### config.mk
export PLATFORM = sky130hd
export DESIGN_NAME = rv_decode_stage
export DESIGN_NICKNAME = d
export VERILOG_FILES = /design/src/rtl/rv_decode_stage.sv
export SDC_FILE = /design/constraint.sdc
export NUM_CORES = 1
export LEC_CHECK = 0
export ABC_AREA = 1
export BUFFER_PORTS_ARGS = -buffer_cell sky130_fd_sc_hd__clkbuf_2
export CAP_MARGIN = 30
export CELL_PAD_IN_SITES_DETAIL_PLACEMENT = 0
export CELL_PAD_IN_SITES_GLOBAL_PLACEMENT = 1
export CORE_MARGIN = 2
export CORE_UTILIZATION = 45
export CTS_BUF_LIST = sky130_fd_sc_hd__clkbuf_16
export DETAILED_ROUTE_END_ITERATION = 10
export PLACE_DENSITY_LB_ADDON = 0.15
export SLEW_MARGIN = 20
export SYNTH_ARGS = -nofsm -noshare
export SYNTH_HDL_FRONTEND = slang
export SYNTH_SLANG_ARGS = --single-unit
### constraint.sdc
create_clock -name clk -period 16.4 [get_ports clk]
set_input_delay 3.28 -clock clk [delete_from_list [all_inputs] [get_ports clk]]
set_output_delay 3.28 -clock clk [all_outputs]
set_load 0.05 [all_outputs]
### src/rtl/rv_decode_stage.sv
// RV32I decode stage: one decoder for all six base formats, registered output,
// one-entry skid buffer for full throughput, flush for redirects, illegal counter.
module rv_decode_stage #(
  parameter int XLEN  = 32,
  parameter int CNT_W = 16
) (
  input  logic             clk,
  input  logic             rst,
  input  logic             in_valid,
  output logic             in_ready,
  input  logic [31:0]      in_instr,
  output logic             out_valid,
  input  logic             out_ready,
  output logic [2:0]       out_fmt,
  output logic [6:0]       out_opcode,
  output logic [4:0]       out_rd,
  output logic [4:0]       out_rs1,
  output logic [4:0]       out_rs2,
  output logic [2:0]       out_funct3,
  output logic [6:0]       out_funct7,
  output logic [XLEN-1:0]  out_imm,
  output logic             out_illegal,
  input  logic             flush,
  output logic [CNT_W-1:0] illegal_cnt
);

  localparam logic [2:0] FMT_R   = 3'd0;
  localparam logic [2:0] FMT_I   = 3'd1;
  localparam logic [2:0] FMT_S   = 3'd2;
  localparam logic [2:0] FMT_B   = 3'd3;
  localparam logic [2:0] FMT_U   = 3'd4;
  localparam logic [2:0] FMT_J   = 3'd5;
  localparam logic [2:0] FMT_ILL = 3'd7;

  typedef struct packed {
    logic [2:0]      fmt;
    logic [6:0]      opcode;
    logic [4:0]      rd;
    logic [4:0]      rs1;
    logic [4:0]      rs2;
    logic [2:0]      funct3;
    logic [6:0]      funct7;
    logic [XLEN-1:0] imm;
    logic            illegal;
  } dec_t;

  logic [2:0]       w_fmt;
  logic [31:0]      w_imm32;
  dec_t             w_dec;
  logic             w_accept;

  dec_t             r_out;
  logic             r_out_valid;
  dec_t             r_skid;
  logic             r_skid_full;
  logic [CNT_W-1:0] r_cnt;

  always_comb begin
    w_fmt = FMT_ILL;
    case (in_instr[6:0])
      7'b0110011:                                                  w_fmt = FMT_R;
      7'b0010011, 7'b0000011, 7'b1100111, 7'b1110011, 7'b0001111:  w_fmt = FMT_I;
      7'b0100011:                                                  w_fmt = FMT_S;
      7'b1100011:                                                  w_fmt = FMT_B;
      7'b0110111, 7'b0010111:                                      w_fmt = FMT_U;
      7'b1101111:                                                  w_fmt = FMT_J;
      default:                                                     w_fmt = FMT_ILL;
    endcase
  end

  // Immediates are assembled at 32 bits, then sign-extended once to XLEN.
  always_comb begin
    w_dec        = '0;
    w_imm32      = '0;
    w_dec.fmt    = w_fmt;
    w_dec.opcode = in_instr[6:0];
    case (w_fmt)
      FMT_R: begin
        w_dec.rd     = in_instr[11:7];
        w_dec.rs1    = in_instr[19:15];
        w_dec.rs2    = in_instr[24:20];
        w_dec.funct3 = in_instr[14:12];
        w_dec.funct7 = in_instr[31:25];
      end
      FMT_I: begin
        w_dec.rd     = in_instr[11:7];
        w_dec.rs1    = in_instr[19:15];
        w_dec.funct3 = in_instr[14:12];
        w_imm32      = {{20{in_instr[31]}}, in_instr[31:20]};
      end
      FMT_S: begin
        w_dec.rs1    = in_instr[19:15];
        w_dec.rs2    = in_instr[24:20];
        w_dec.funct3 = in_instr[14:12];
        w_imm32      = {{20{in_instr[31]}}, in_instr[31:25], in_instr[11:7]};
      end
      FMT_B: begin
        w_dec.rs1    = in_instr[19:15];
        w_dec.rs2    = in_instr[24:20];
        w_dec.funct3 = in_instr[14:12];
        w_imm32      = {{20{in_instr[31]}}, in_instr[7], in_instr[30:25],
                        in_instr[11:8], 1'b0};
      end
      FMT_U: begin
        w_dec.rd     = in_instr[11:7];
        w_imm32      = {in_instr[31:12], 12'b0};
      end
      FMT_J: begin
        w_dec.rd     = in_instr[11:7];
        w_imm32      = {{12{in_instr[31]}}, in_instr[19:12], in_instr[20],
                        in_instr[30:21], 1'b0};
      end
      default: begin
        w_dec.illegal = 1'b1;
      end
    endcase
    w_dec.imm = XLEN'($signed(w_imm32));
  end

  // in_ready is the registered complement of skid occupancy, so acceptance
  // can only happen when the skid entry is free to catch the word.
  assign w_accept = in_valid & ~r_skid_full & ~flush;

  always_ff @(posedge clk or posedge rst) begin
    if (rst) begin
      r_out       <= '0;
      r_out_valid <= 1'b0;
      r_skid      <= '0;
      r_skid_full <= 1'b0;
    end else if (flush) begin
      r_out_valid <= 1'b0;
      r_skid_full <= 1'b0;
    end else if (!r_out_valid || out_ready) begin
      if (r_skid_full) begin
        r_out       <= r_skid;
        r_out_valid <= 1'b1;
        r_skid_full <= 1'b0;
      end else if (w_accept) begin
        r_out       <= w_dec;
        r_out_valid <= 1'b1;
      end else begin
        r_out_valid <= 1'b0;
      end
    end else if (w_accept) begin
      r_skid      <= w_dec;
      r_skid_full <= 1'b1;
    end
  end

  always_ff @(posedge clk or posedge rst) begin
    if (rst) begin
      r_cnt <= '0;
    end else if (w_accept && w_dec.illegal && !(&r_cnt)) begin
      r_cnt <= r_cnt + CNT_W'(1);
    end
  end

  assign in_ready    = ~r_skid_full;
  assign out_valid   = r_out_valid;
  assign out_fmt     = r_out.fmt;
  assign out_opcode  = r_out.opcode;
  assign out_rd      = r_out.rd;
  assign out_rs1     = r_out.rs1;
  assign out_rs2     = r_out.rs2;
  assign out_funct3  = r_out.funct3;
  assign out_funct7  = r_out.funct7;
  assign out_imm     = r_out.imm;
  assign out_illegal = r_out.illegal;
  assign illegal_cnt = r_cnt;

endmodule

==> results of run 1 <==
where the power goes:
group	total, W	internal, W	switching, W
registers	0.000470	0.000437	0.0000331
logic	0.000220	0.0000617	0.000158
clock network	0.000396	0.000236	0.000159
total	0.00109	0.000735	0.000351
cells in the mapped netlist, types with 2 or more instances:
cell and number:
xor2_1 8, nand2_2 5, buf_2 11, buf_6 6
o21ai_0 71, a31oi_1 12, nor2_4 4, nor2_1 149
dfrtp_1 154, nand3_1 56, inv_1 70, nand3_4 2
clkinv_1 3, nand2_4 4, nand3_2 3, clkbuf_1 25
a21oi_1 34, nand2_1 284, inv_2 8, a21o_1 2
xnor2_1 6, or2_2 8, nor3_1 4, o21ai_1 23
buf_4 4, nand4_1 5, buf_1 8, a31oi_2 18
logic make-up after synthesis:
family                     Yosys count
buffers and inverters              136
and+or+nand+nor                    529
DFF                                154
adders and majority gates            1
AOI/OAI and AO/OA                  163
xor gates and xnor gates            14
layout make-up:
| class | instances | area share, % |
|---|---|---|
| multi-input cells | 707 | 37.2 |
| repair buffers | 129 | 7.52 |
| inverters | 81 | 3.40 |
| well taps | 225 | 3.10 |
| clock buffers | 17 | 4.68 |
| clock inverters | 14 | 1.74 |
| flip-flops and latches | 154 | 42.4 |
stage by stage:
| stage | hold WS (ns) | utilization [%] | power [W] | cells |
|---|---|---|---|---|
| floorplan | 0.444 | - | 0.000642 | 997 |
| CTS | 0.479 | 53.1 | 0.00109 | 1327 |
| global route | 0.486 | 53.1 | 0.00114 | 1327 |
| finish | 0.476 | 53.1 | 0.00109 | 1327 |
| global placement | 0.457 | 49.5 | 0.000695 | 1295 |
| detailed placement | 0.465 | 49.7 | 0.000698 | 1296 |
metal layers:
layer | vias up | GRT usage (%)
li1 | 3364 | -
met1 | 3114 | 33.2
met2 | 150 | 34.6
met3 | 19 | 4.23
met4 | 0 | 6.66
met5 | - | 0
registers in the layout, indices dropped and copies added, names as in the netlist:
name         count
illegal_cnt     16
out_fmt          3
out_funct3       3
out_funct7       7
out_illegal      1
out_imm         32
out_opcode       7
out_rd           5
out_rs1          5
out_rs2          5
out_valid        1
r_skid          68
r_skid_full      1
critical path: cells and delay by family:
family	cells	cell delay (ns)
compound gates	1	0.16
buf+inv	4	1.18
simple gates	4	0.59
how the worst max path moves through the flow:
stage,startpoint,to,depth (start not counted)
detailed placement,out_ready,r_skid[20],9
finish,out_ready,r_skid[21],9
floorplan,rst,illegal_cnt[0],1
global route,out_ready,r_skid[15],9
global placement,out_ready,r_skid[60],9
CTS,out_ready,r_skid[21],9
==> impl.org, run 1 <==
** Outcome
- The run finished with clean final reports.

** Yosys
- Of the post-synthesis cell area, the part taken by muxes is 0%.
- Yosys top cell area share :: 49.4%
- For this run, asynchronously set or reset flops after synthesis account for 100%.
- Leading cell types by total area after synthesis :: dfrtp_1 (49%), nand2_1 (14%), nor2_1 (7.2%)
- Net count after synthesis :: 1035
- Synthesis Warnings :: 0
- Most frequently used flop master after synthesis :: dfrtp_1
- Post-Synthesis Cells :: 997
- Largest family of logic cells by synthesized area :: simple AND/OR/NAND/NOR gates
- Number of enable flip-flop cells after synthesis :: 0
- The synthesized design contains 154 register bits.
- Dividing the synthesized area by the synthesized cell count gives 7.83 um^2.
- Share of synthesized cell area in full adder, half adder and majority cells :: 0.160%
- The synthesized netlist devotes 12.6% of its cell area to compound gates.
- Part of the Yosys area used for sequential elements :: 49.4%
- The synthesized netlist devotes 1.57% of its cell area to XOR and XNOR gates.
- The mapped netlist covers 7800 um^2.
- Yosys top cell by area :: dfrtp_1
- Yosys cell types :: 38
- Simple-Gate Fraction of Synth Area :: 28.6%

** Die
- Standard-cell rows :: 48
- Pin placement for this block handled 123 I/O pins.
- Initial cell density of the core :: 45.6%
- The die covers 18400 um^2.
- The die is 136 um wide.
- Core Footprint :: 17100 um^2
- Overall die height :: 136 um

** Setup path
- In this run the worst path has a maximum fanout of 49.
- Critical path endpoint category :: flop
- The worst setup path is of the in -> reg kind.
- Cells along the critical path :: clkbuf_2, nor2_1, inv_1, or2_1, nor2_4, buf_4, buf_4, nor2_1, a31oi_2
- Among all stages on the critical path, the largest delay is contributed by buf_4.
- The worst register-to-register path ends at out_funct7[4].
- For the worst setup path, the data required time is 16.74 ns.
- Data arrival time of the critical path :: 5.27 ns
- The largest single stage delay on the critical path is 0.58 ns.
- The worst register-to-register path has a depth of 8.
- The worst register-to-register path begins at r_skid_full.
- Category of the worst setup path launch point :: input pin
- Worst setup slack for register-to-register paths :: 13.78 ns

** Route
- Final ANT Viol Nets :: 0
- Number of violations reported at the end of detailed-routing iteration 0 :: 538
- Using the TritonRoute via totals, the vias-per-cell ratio works out to 5.01.
- Wires add up to 20.2 mm.
- Met2 Routed Length :: 8.97 mm
- Met1 wire length :: 10.0 mm
- For this run, the detailed router's first-pass iteration total came to 5.
- Highest metal layer with signal wires :: met4
- Number of remaining DRC errors :: 0
- Wirelength per Cell :: 15.2 um
- WL met3 :: 874 um
- Via count :: 6647

** Timing
- Worst Tran Pin Value :: 0.884 ns
- The routed design could run at a clock period as short as 4.93 ns.
- The number of hold violations in the final report is 0.
- The worst pin sits at a relative slew slack of 41.1%.
- Setup violations remaining at the end of the flow were counted as 0.
- Unrepaired setup endpoints after global routing :: no
- Worst path setup slack after routing :: 11.47 ns
- After routing, the total negative slack on setup checks comes to 0 ns.
- Pins over their slew limit :: 0
- F_max :: 0.203 GHz
- Worst setup skew after layout :: 0.00787 ns
- Period utilization :: 30.1%

** Worst hold path
- The worst hold path belongs to the class reg -> reg.
- For hold timing, the worst endpoint is out_imm[12].
- In this run the most critical hold path is launched from out_imm[12].
- Along the worst hold path, the cell count comes to 2.

** Global route
- Global Route Usage Sum :: 22.8%
- Entering global routing, the biggest net connects 91 pins.
- The initial antenna violation count is 0.
- Global routing finished with a remaining overflow of 0.
- First-pass GRT wire length :: 32.6 mm
- The number of global-route vias before repair was 6100.

** Finish
- Diode count :: 0
- Summing all multi-input logic gate instances after layout gives 3380 um^2.
- Of the cells placed in the final design, the portion with a size suffix greater than 1 is 19.8%.
- Footprint of the flip-flops and latches :: 3850 um^2
- Layout Cell Area excl Fill :: 9090 um^2
- Leaving out fill and tap cells, the most frequent cell in the layout is nand2_1.
- The filler cells instantiated in the layout total 1713.
- In the layout the commonest cells are nand2_1 (283), dfrtp_1 (154), nor2_1 (148), clkbuf_2 (122), o21ai_0 (71).
- Relative to the synthesized area, the layout overhead comes to 16.5%.
- Count of nets after finishing :: 1128

** Place
- Prior to clock tree synthesis, the placed netlist has a worst setup slack of 11.05 ns.
- The wire-length estimate of the detail-placed layout is 13.5 mm.
- Count of port buffers added during placement :: 122
- In this run the cell area measured after placement is 8500 um^2.
- Weighted congestion at the end of routability-driven global placement :: 0.801

** Pwr
- Peak supply drop :: 0.0943 mV
- In this run the power density over the cells is 119 nW/um^2.
- Static Leakage :: 4.85 nW

** Clock tree
- Post-CTS setup buffers :: 0
- Post-cts hold buffer count :: 0
- CTS built an H-tree with a depth of 4.
- CTS resizes :: 0
- The clock passes through at most 2 buffers.
- After clock tree synthesis, the clock-pin slew on the worst setup and hold paths is 0.06 ns.
- The clock reaches the later pin of the worst-skew pair after 0.43 ns.
- Root Buffer Master :: clkbuf_16
- TritonCTS created 17 clock buffers.
- Clock tree sinks :: 154
- TritonCTS built the clock tree.

** Flow run
- Max-Cap Viols :: 0
No activity file was read; power rests on OpenSTA's default activity.
==> inputs of run 2 (changes only) <==
--- a/config.mk
+++ b/config.mk
@@ -11,7 +11,7 @@
 export CELL_PAD_IN_SITES_DETAIL_PLACEMENT = 0
 export CELL_PAD_IN_SITES_GLOBAL_PLACEMENT = 1
 export CORE_MARGIN = 2
-export CORE_UTILIZATION = 45
+export CORE_UTILIZATION = 42
 export CTS_BUF_LIST = sky130_fd_sc_hd__clkbuf_16
 export DETAILED_ROUTE_END_ITERATION = 10
 export PLACE_DENSITY_LB_ADDON = 0.15
==> constraint.sdc (replaced) <==
create_clock -name clk -period 5.1 [get_ports clk]
set_input_delay 1.02 -clock clk [delete_from_list [all_inputs] [get_ports clk]]
set_output_delay 1.02 -clock clk [all_outputs]
set_load 0.05 [all_outputs]
==> impl.org, run 2 (synthesized netlist as in run 1, its figures left out) <==
** Outcome
- Outcome :: completed

** Die
- The core region is 18100 um^2.
- Standard-cell rows :: 49
- Initial cell density of the core :: 43.1%
- Number of top-level design ports :: 123
- In this run the vertical extent of the chip is 140 um.
- Die area :: 19700 um^2
- Die Span X :: 140 um

** Place
- Weighted congestion at the end of routability-driven global placement :: 0.803
- DP HPWL :: 13.3 mm
- Buffers placed on the I/O ports in this run total 122.
- After detailed placement, the total cell area comes to 8510 um^2.

** Finish
- The register with the most flip-flops in the layout has 68 of them.
- Register with the most flip-flops :: r_skid
- Count of nets after finishing :: 1130
- Share of layout cells above drive strength 1 :: 20.1%
- Layout Cell Area excl Fill :: 9230 um^2
- Most frequent cells in the layout :: nand2_1 (283), dfrtp_1 (154), nor2_1 (148), clkbuf_2 (122), o21ai_0 (71)
- The area growth from synthesis to layout is 18.3%.
- 0 antenna diodes ended up in the layout.
- Commonest non-fill, non-tap cell in the layout :: nand2_1

** Setup path
- Category of the worst setup path launch point :: flop
- Data arrival time of the critical path :: 2.03 ns
- In this run the worst setup path terminates at in_ready.
- Number of cell instances on the worst register-to-register path :: 7
- FF-to-FF Start :: r_skid_full
- Worst setup slack for register-to-register paths :: 2.47 ns
- Critical path endpoint category :: primary output
- Capture instance of the worst register-to-register path :: out_illegal
- WS Path Type :: reg -> out
- Highest fanout seen on the critical path :: 21
- At the worst endpoint, the required time is 4.08 ns.
- Beginning of the critical path :: r_skid_full

** Route
- Total iterations of the first detailed-routing run :: 5
- Ratio of routed vias to standard cells :: 4.98
- After detailed routing, the average wire length per cell comes to 15.1 um.
- Routed wire length :: 20.2 mm
- The detail route stage leaves a number of antenna-violating nets equal to 0.
- Number of remaining DRC errors :: 0
- The detailed router placed 6642 vias in this run.
- Number of violations reported at the end of detailed-routing iteration 0 :: 475

** Clock tree
- For this design, the CTS-stage hold fixing added 0 buffers.
- Clock latency reported for the late side of the worst-skew pair :: 0.42 ns
- TritonCTS built the clock tree.
- Clock slew at the register clock pins of the worst setup and hold paths :: 0.06 ns
- CTS resizes :: 0
- Clock tree synthesis selected as its root buffer the cell clkbuf_16.
- The H-tree was split into 4 levels.
- In this run the post-CTS setup repair buffer count came out at 0.
- Clock Path Buffers :: 2
- Buffers inserted during clock tree synthesis total 17.
- The clock drives 154 sinks.

** Timing
- Pins over their slew limit :: 0
- Worst Tran Pin Value :: 0.964 ns
- Clock period minus worst slack :: 3.05 ns
- Clock skew on the completed layout was measured at 0.00670 ns.
- Setup repair after global routing left no endpoint under its margin.
- Derived from the worst setup path, the maximum achievable clock frequency is 0.328 GHz.
- Fin Setup TNS :: 0 ns
- Of the available clock period, the critical path in the final layout requires 59.8%.
- Final setup vio count :: 0
- Worst rel slew slack :: 35.7%
- The number of hold violations in the final report was 0.

** Pwr
- Peak supply drop :: 0.268 mV
- After layout, the design draws a total of 0.00372 W.
- Power spread over the standard cell area amounts to 403 nW/um^2.
- Static Leakage :: 4.90 nW

** Global route
- Entering global routing, the biggest net connects 155 pins.
- Via count of the first global-routing pass :: 6088
- Initial antenna violation count :: 1
- After global routing the overflow that remains totals 0.
- First-pass GRT wire length :: 32.9 mm
- Global Route Usage Sum :: 21.1%

** Flow run
- Max-Cap Viols :: 0

** Worst hold path
- The min-delay analysis places its worst path in the category reg -> reg.
## run 2: worst min-delay path by stage
stage | start | endpoint | cells past startpoint
2_1_floorplan | r_skid[65] | r_skid[65] | 2
3_3_place_gp | r_skid[65] | r_skid[65] | 2
3_5_place_dp | out_imm[30] | out_imm[30] | 2
4_1_cts | r_skid[65] | r_skid[65] | 2
5_1_grt | out_imm[9] | out_imm[9] | 2
6_report | out_imm[10] | out_imm[10] | 2
## run 2: per-layer routing
layer,GRT usage (%),wire length [um],part of all wire (%)
met5,0,11,0.055
met4,6.43,267,1.3
met2,31.8,9150,45
met3,3.52,863,4.3
met1,31.2,9880,49
## run 2: final cells by class
class	instances	area [um^2]
fill	1785	8860
inverter	81	308
multi-input combinational	707	3380
clock inverter	15	268
clock buffer	17	425
sequential	154	3850
tap	229	287
timing repair buffer	131	711
## run 2: where the power goes
| part | switching [W] | leakage, nW | internal [W] |
|---|---|---|---|
| registers | 0.000108 | 2.01 | 0.00141 |
| clock network | 0.000532 | 0.328 | 0.000970 |
| logic | 0.000506 | 2.57 | 0.000200 |
## run 2: worst max-delay path, cell delays in order (launching register included)
cell	delay, ns
dfrtp_1	0.53
buf_4	0.29
inv_2	0.21
buf_4	0.25
clkbuf_2	0.30
## run 2: stage by stage
stage / util [%] / hold slack (ns) / worst slack [ns] / std cells
finish: 51.0 / 0.475 / 2.05 / 1334
global route: 51.0 / 0.498 / 1.95 / 1334
CTS: 50.9 / 0.482 / 2.05 / 1333
detailed placement: 47.0 / 0.465 / 1.89 / 1301
global placement: 47.0 / 0.460 / 1.93 / 1301
floorplan: - / 0.444 / 2.14 / 997
==> inputs of run 3 (changes only) <==
--- a/config.mk
+++ b/config.mk
@@ -5,13 +5,13 @@
 export SDC_FILE = /design/constraint.sdc
 export NUM_CORES = 1
 export LEC_CHECK = 0
-export ABC_AREA = 1
+export ABC_AREA = 0
 export BUFFER_PORTS_ARGS = -buffer_cell sky130_fd_sc_hd__clkbuf_2
 export CAP_MARGIN = 30
 export CELL_PAD_IN_SITES_DETAIL_PLACEMENT = 0
 export CELL_PAD_IN_SITES_GLOBAL_PLACEMENT = 1
 export CORE_MARGIN = 2
-export CORE_UTILIZATION = 42
+export CORE_UTILIZATION = 39
 export CTS_BUF_LIST = sky130_fd_sc_hd__clkbuf_16
 export DETAILED_ROUTE_END_ITERATION = 10
 export PLACE_DENSITY_LB_ADDON = 0.15
==> constraint.sdc (replaced) <==
create_clock -name clk -period 2.8 [get_ports clk]
set_input_delay 0.56 -clock clk [delete_from_list [all_inputs] [get_ports clk]]
set_output_delay 0.56 -clock clk [all_outputs]
set_load 0.05 [all_outputs]
==> impl.org, run 3 <==
** Yosys
- After synthesis, the share of flip-flops with an asynchronous set or reset is 100%.
- Sequential cells were found to cover 54.4% of the synthesized design area.
- Yosys top cell area share :: 54.4%
- The Yosys step of the flow raised 0 warnings.
- Of the total synthesized cell area, the portion taken by full adders, half adders and majority gates is 0.318%.
- Net count after synthesis :: 750
- Simple-Gate Fraction of Synth Area :: 17.0%
- Largest family of logic cells by synthesized area :: compound AO/OA/AOI/OAI gates
- Most frequently used flop master after synthesis :: dfrtp_1
- Post-Synthesis Cells :: 712
- Leading cell types by count after synthesis :: dfrtp_1 (154), nand2_1 (121), o21ai_0 (63), a21oi_1 (57), nor2_1 (52)
- After synthesis the netlist holds a flip-flop and latch count of 154.
- Mux cell area share after synthesis :: 1.15%
- Each instance of the synthesized netlist takes up on average 9.94 um^2.
- Yosys attributes the largest share of cell area to dfrtp_1 (54%), nand2_1 (6.4%), o21ai_0 (4.5%).
- In this run the cell area of the synthesized design comes to 7080 um^2.
- Yosys cell types :: 64
- In this run, synthesis inferred 0 flip-flops with an integrated enable.
- Of the total synthesized cell area, the portion taken by XOR and XNOR cells is 1.86%.
- Yosys top cell by area :: dfrtp_1
- Cell with the most instances after synthesis :: dfrtp_1
- The synthesized netlist devotes 21.5% of its cell area to compound gates.

** Die
- Die Span X :: 139 um
- Initial cell density of the core :: 39.6%
- The total area inside the core boundary comes to 17900 um^2.
- From bottom edge to top edge, the die measures 139 um.
- Die area :: 19200 um^2
- For this design the top-level I/O count stands at 123.
- In this run the core area contains 49 standard-cell rows.

** Finish
- The library cells used most frequently in the layout, excluding fill and tap cells, are dfrtp_1 (153), clkbuf_2 (122), nand2_1 (120), o21ai_0 (63), a21oi_1 (57).
- The register with the most flip-flops in the layout has 68 of them.
- Diode count :: 0
- The library cell used most frequently in the layout, excluding fill and tap cells, is dfrtp_1.
- The area growth from synthesis to layout is 21.3%.
- Register with the most flip-flops :: r_skid
- Count of nets after finishing :: 858
- Share of layout cells above drive strength 1 :: 23.0%

** Clock tree
- Post-CTS timing repair inserted 0 buffers for setup.
- The root buffer cell chosen for the clock tree is clkbuf_16.
- In this run, CTS created clock tree buffers numbering 17.
- Clock slew at the register clock pins of the worst setup and hold paths :: 0.06 ns
- TritonCTS built the clock tree.
- The clock passes through at most 2 buffers.
- Post-CTS repair changed the size of 0 cells.
- Post-cts hold buffer count :: 0
- Clock tree sinks :: 154
- The H-tree was split into 4 levels.
- At the later pin of the worst-skew pair, clock insertion delay measures 0.43 ns.

** Setup path
- Category of the worst setup path launch point :: flop
- Cells along the critical path :: buf_12, inv_1, clkbuf_2
- Cell depth of the worst setup path :: 3
- Delay of the slowest critical-path stage :: 0.39 ns
- In this run the worst setup path terminates at in_ready.
- Beginning of the critical path :: r_skid_full
- In this run the register-to-register setup slack is 0.89 ns.
- The number of cells on the worst reg-to-reg path is 5.
- Highest fanout seen on the critical path :: 70
- For this design, the slowest cell found on the critical path is dfrtp_2.
- Critical path endpoint category :: primary output
- The startpoint identified for the worst register-to-register timing path is illegal_cnt[4].
- CP required :: 2.24 ns
- Family with the most delay on the worst path :: buffers and inverters
- Worst path bufs/invs :: 3
- Data arrival time of the critical path :: 1.64 ns
- Capture instance of the worst register-to-register path :: illegal_cnt[11]
- WS Path Type :: reg -> out

** Route
- Number of violations reported at the end of detailed-routing iteration 0 :: 404
- Wirelength per Cell :: 18.7 um
- In the routed design, unresolved DRC markers number 0.
- Ratio of routed vias to standard cells :: 5.61
- The count of nets left with antenna violations once routing finished came out at 0.
- Total iterations of the first detailed-routing run :: 5
- Routed wire length :: 19.9 mm
- Via count :: 5953

** Global route
- In the global route stage, overall resource usage came out at 21.1%.
- Via count of the first global-routing pass :: 5914
- Initial antenna violation count :: 0
- First-pass GRT wire length :: 32.3 mm
- Pin count of the biggest net entering global routing :: 155
- Overflow left after global routing :: 0

** Flow run
- Max-Cap Viols :: 0

** Timing
- Worst Tran Pin Value :: 0.910 ns
- Fin Setup TNS :: 0 ns
- Worst rel slew slack :: 39.3%
- F_max :: 0.454 GHz
- Setup violations remaining at the end of the flow were counted as 0.
- The number of hold violations in the final report was 0.
- For the final database, setup skew stands at 0.00833 ns.
- Period utilization :: 78.6%
- Setup repair after global routing left no endpoint under its margin.
- Clock period minus worst slack :: 2.20 ns
- The max-slew violation count was 0.

** Pwr
- Total power after layout :: 0.00675 W
- Peak supply drop :: 0.485 mV
- Areal power density over the cells :: 786 nW/um^2
- In this run the static leakage power is 3.82 nW.

** Place
- Detailed placement finished with a half-perimeter wire length of 13.4 mm.
- Routability-driven placement finished with a final weighted congestion of 0.831.
- Buffers placed on the I/O ports in this run total 122.

** Worst hold path
- The worst hold path belongs to the class in -> async.

** Outcome
- The run finished with clean final reports.
==> run 3: cell count changes after synthesis, sizes merged, moves of 11 or more <==
| cell | before | now |
|---|---|---|
| a21oi | 34 | 58 |
| and3 | 0 | 11 |
| o211ai | 1 | 12 |
| a22o | 0 | 19 |
| o21ai | 95 | 67 |
| or3 | 0 | 16 |
| a31oi | 30 | 11 |
| a32oi | 0 | 14 |
| nand3 | 61 | 11 |
| inv | 78 | 7 |
| o21a | 0 | 13 |
| nor2 | 154 | 52 |
| nand2 | 293 | 122 |
==> run 3: metal layers <==
layer	share of wire, %	up-vias	wire length [um]	global-route usage, %
met5	0	-	0	0
li1	-	2772	-	-
met4	2.3	0	453	7.76
met3	4.7	36	945	4.25
met1	48	2972	9480	30.1
met2	45	173	9020	32.0
==> run 3: worst min-delay path by stage <==
stage	slack [ns]	start	to
finish	0.30	rst	out_opcode[0]
global placement	0.45	r_skid[1]	r_skid[1]
CTS	0.36	in_instr[1]	r_skid[59]
floorplan	0.44	r_skid[12]	r_skid[12]
detailed placement	0.46	r_skid[1]	r_skid[1]
global route	0.36	in_instr[1]	r_skid[59]
==> run 3: cell families (layout without fill, tap and decap cells) <==
| kind of cell | Yosys count | count (layout) |
|---|---|---|
| fa+ha+maj | 2 | 2 |
| mux | 8 | 8 |
| flops | 154 | 154 |
| buf+inv | 58 | 179 |
| compound gates | 224 | 224 |
| xor+xnor | 15 | 15 |
| simple gates | 251 | 251 |
==> run 3: stage by stage <==
| step | worst slack [ns] | hold slack (ns) | cell area (um^2) | std cells | utilization (%) |
|---|---|---|---|---|---|
| global route | 0.546 | 0.363 | 8590 | 1062 | 48.0 |
| detailed placement | 0.432 | 0.463 | 7940 | 1030 | 44.3 |
| floorplan | 0.295 | 0.442 | 7080 | 712 | - |
| CTS | 0.581 | 0.359 | 8590 | 1062 | 48.0 |
| finish | 0.598 | 0.304 | 8590 | 1062 | 48.0 |
| global placement | 0.484 | 0.454 | 7940 | 1030 | 44.3 |
==> run 3: power by group <==
part	internal (W)	total [W]	switching, W	leakage (nW)
Sequential	0.00253	0.00274	0.000210	1.96
Combinational	0.000370	0.00145	0.00108	1.54
Clock	0.00159	0.00255	0.000968	0.321
==> run 3: worst reg2reg max path: stages (launching register included) <==
cell and delay, ns:
dfrtp_1 0.43, and4_1 0.29, nand4_1 0.12, o311ai_1 0.59, nor3_1 0.17, xor2_1 0.18
==> run 3: cell type report <==
| type | count | area (um^2) |
|---|---|---|
| Multi-Input combinational cell | 500 | 2970 |
| Timing Repair Buffer | 140 | 796 |
| Tap cell | 229 | 287 |
| Clock buffer | 17 | 425 |
| Sequential cell | 154 | 3850 |
| Fill cell | 1748 | 9320 |
| Inverter | 7 | 30.0 |
| Clock inverter | 15 | 223 |
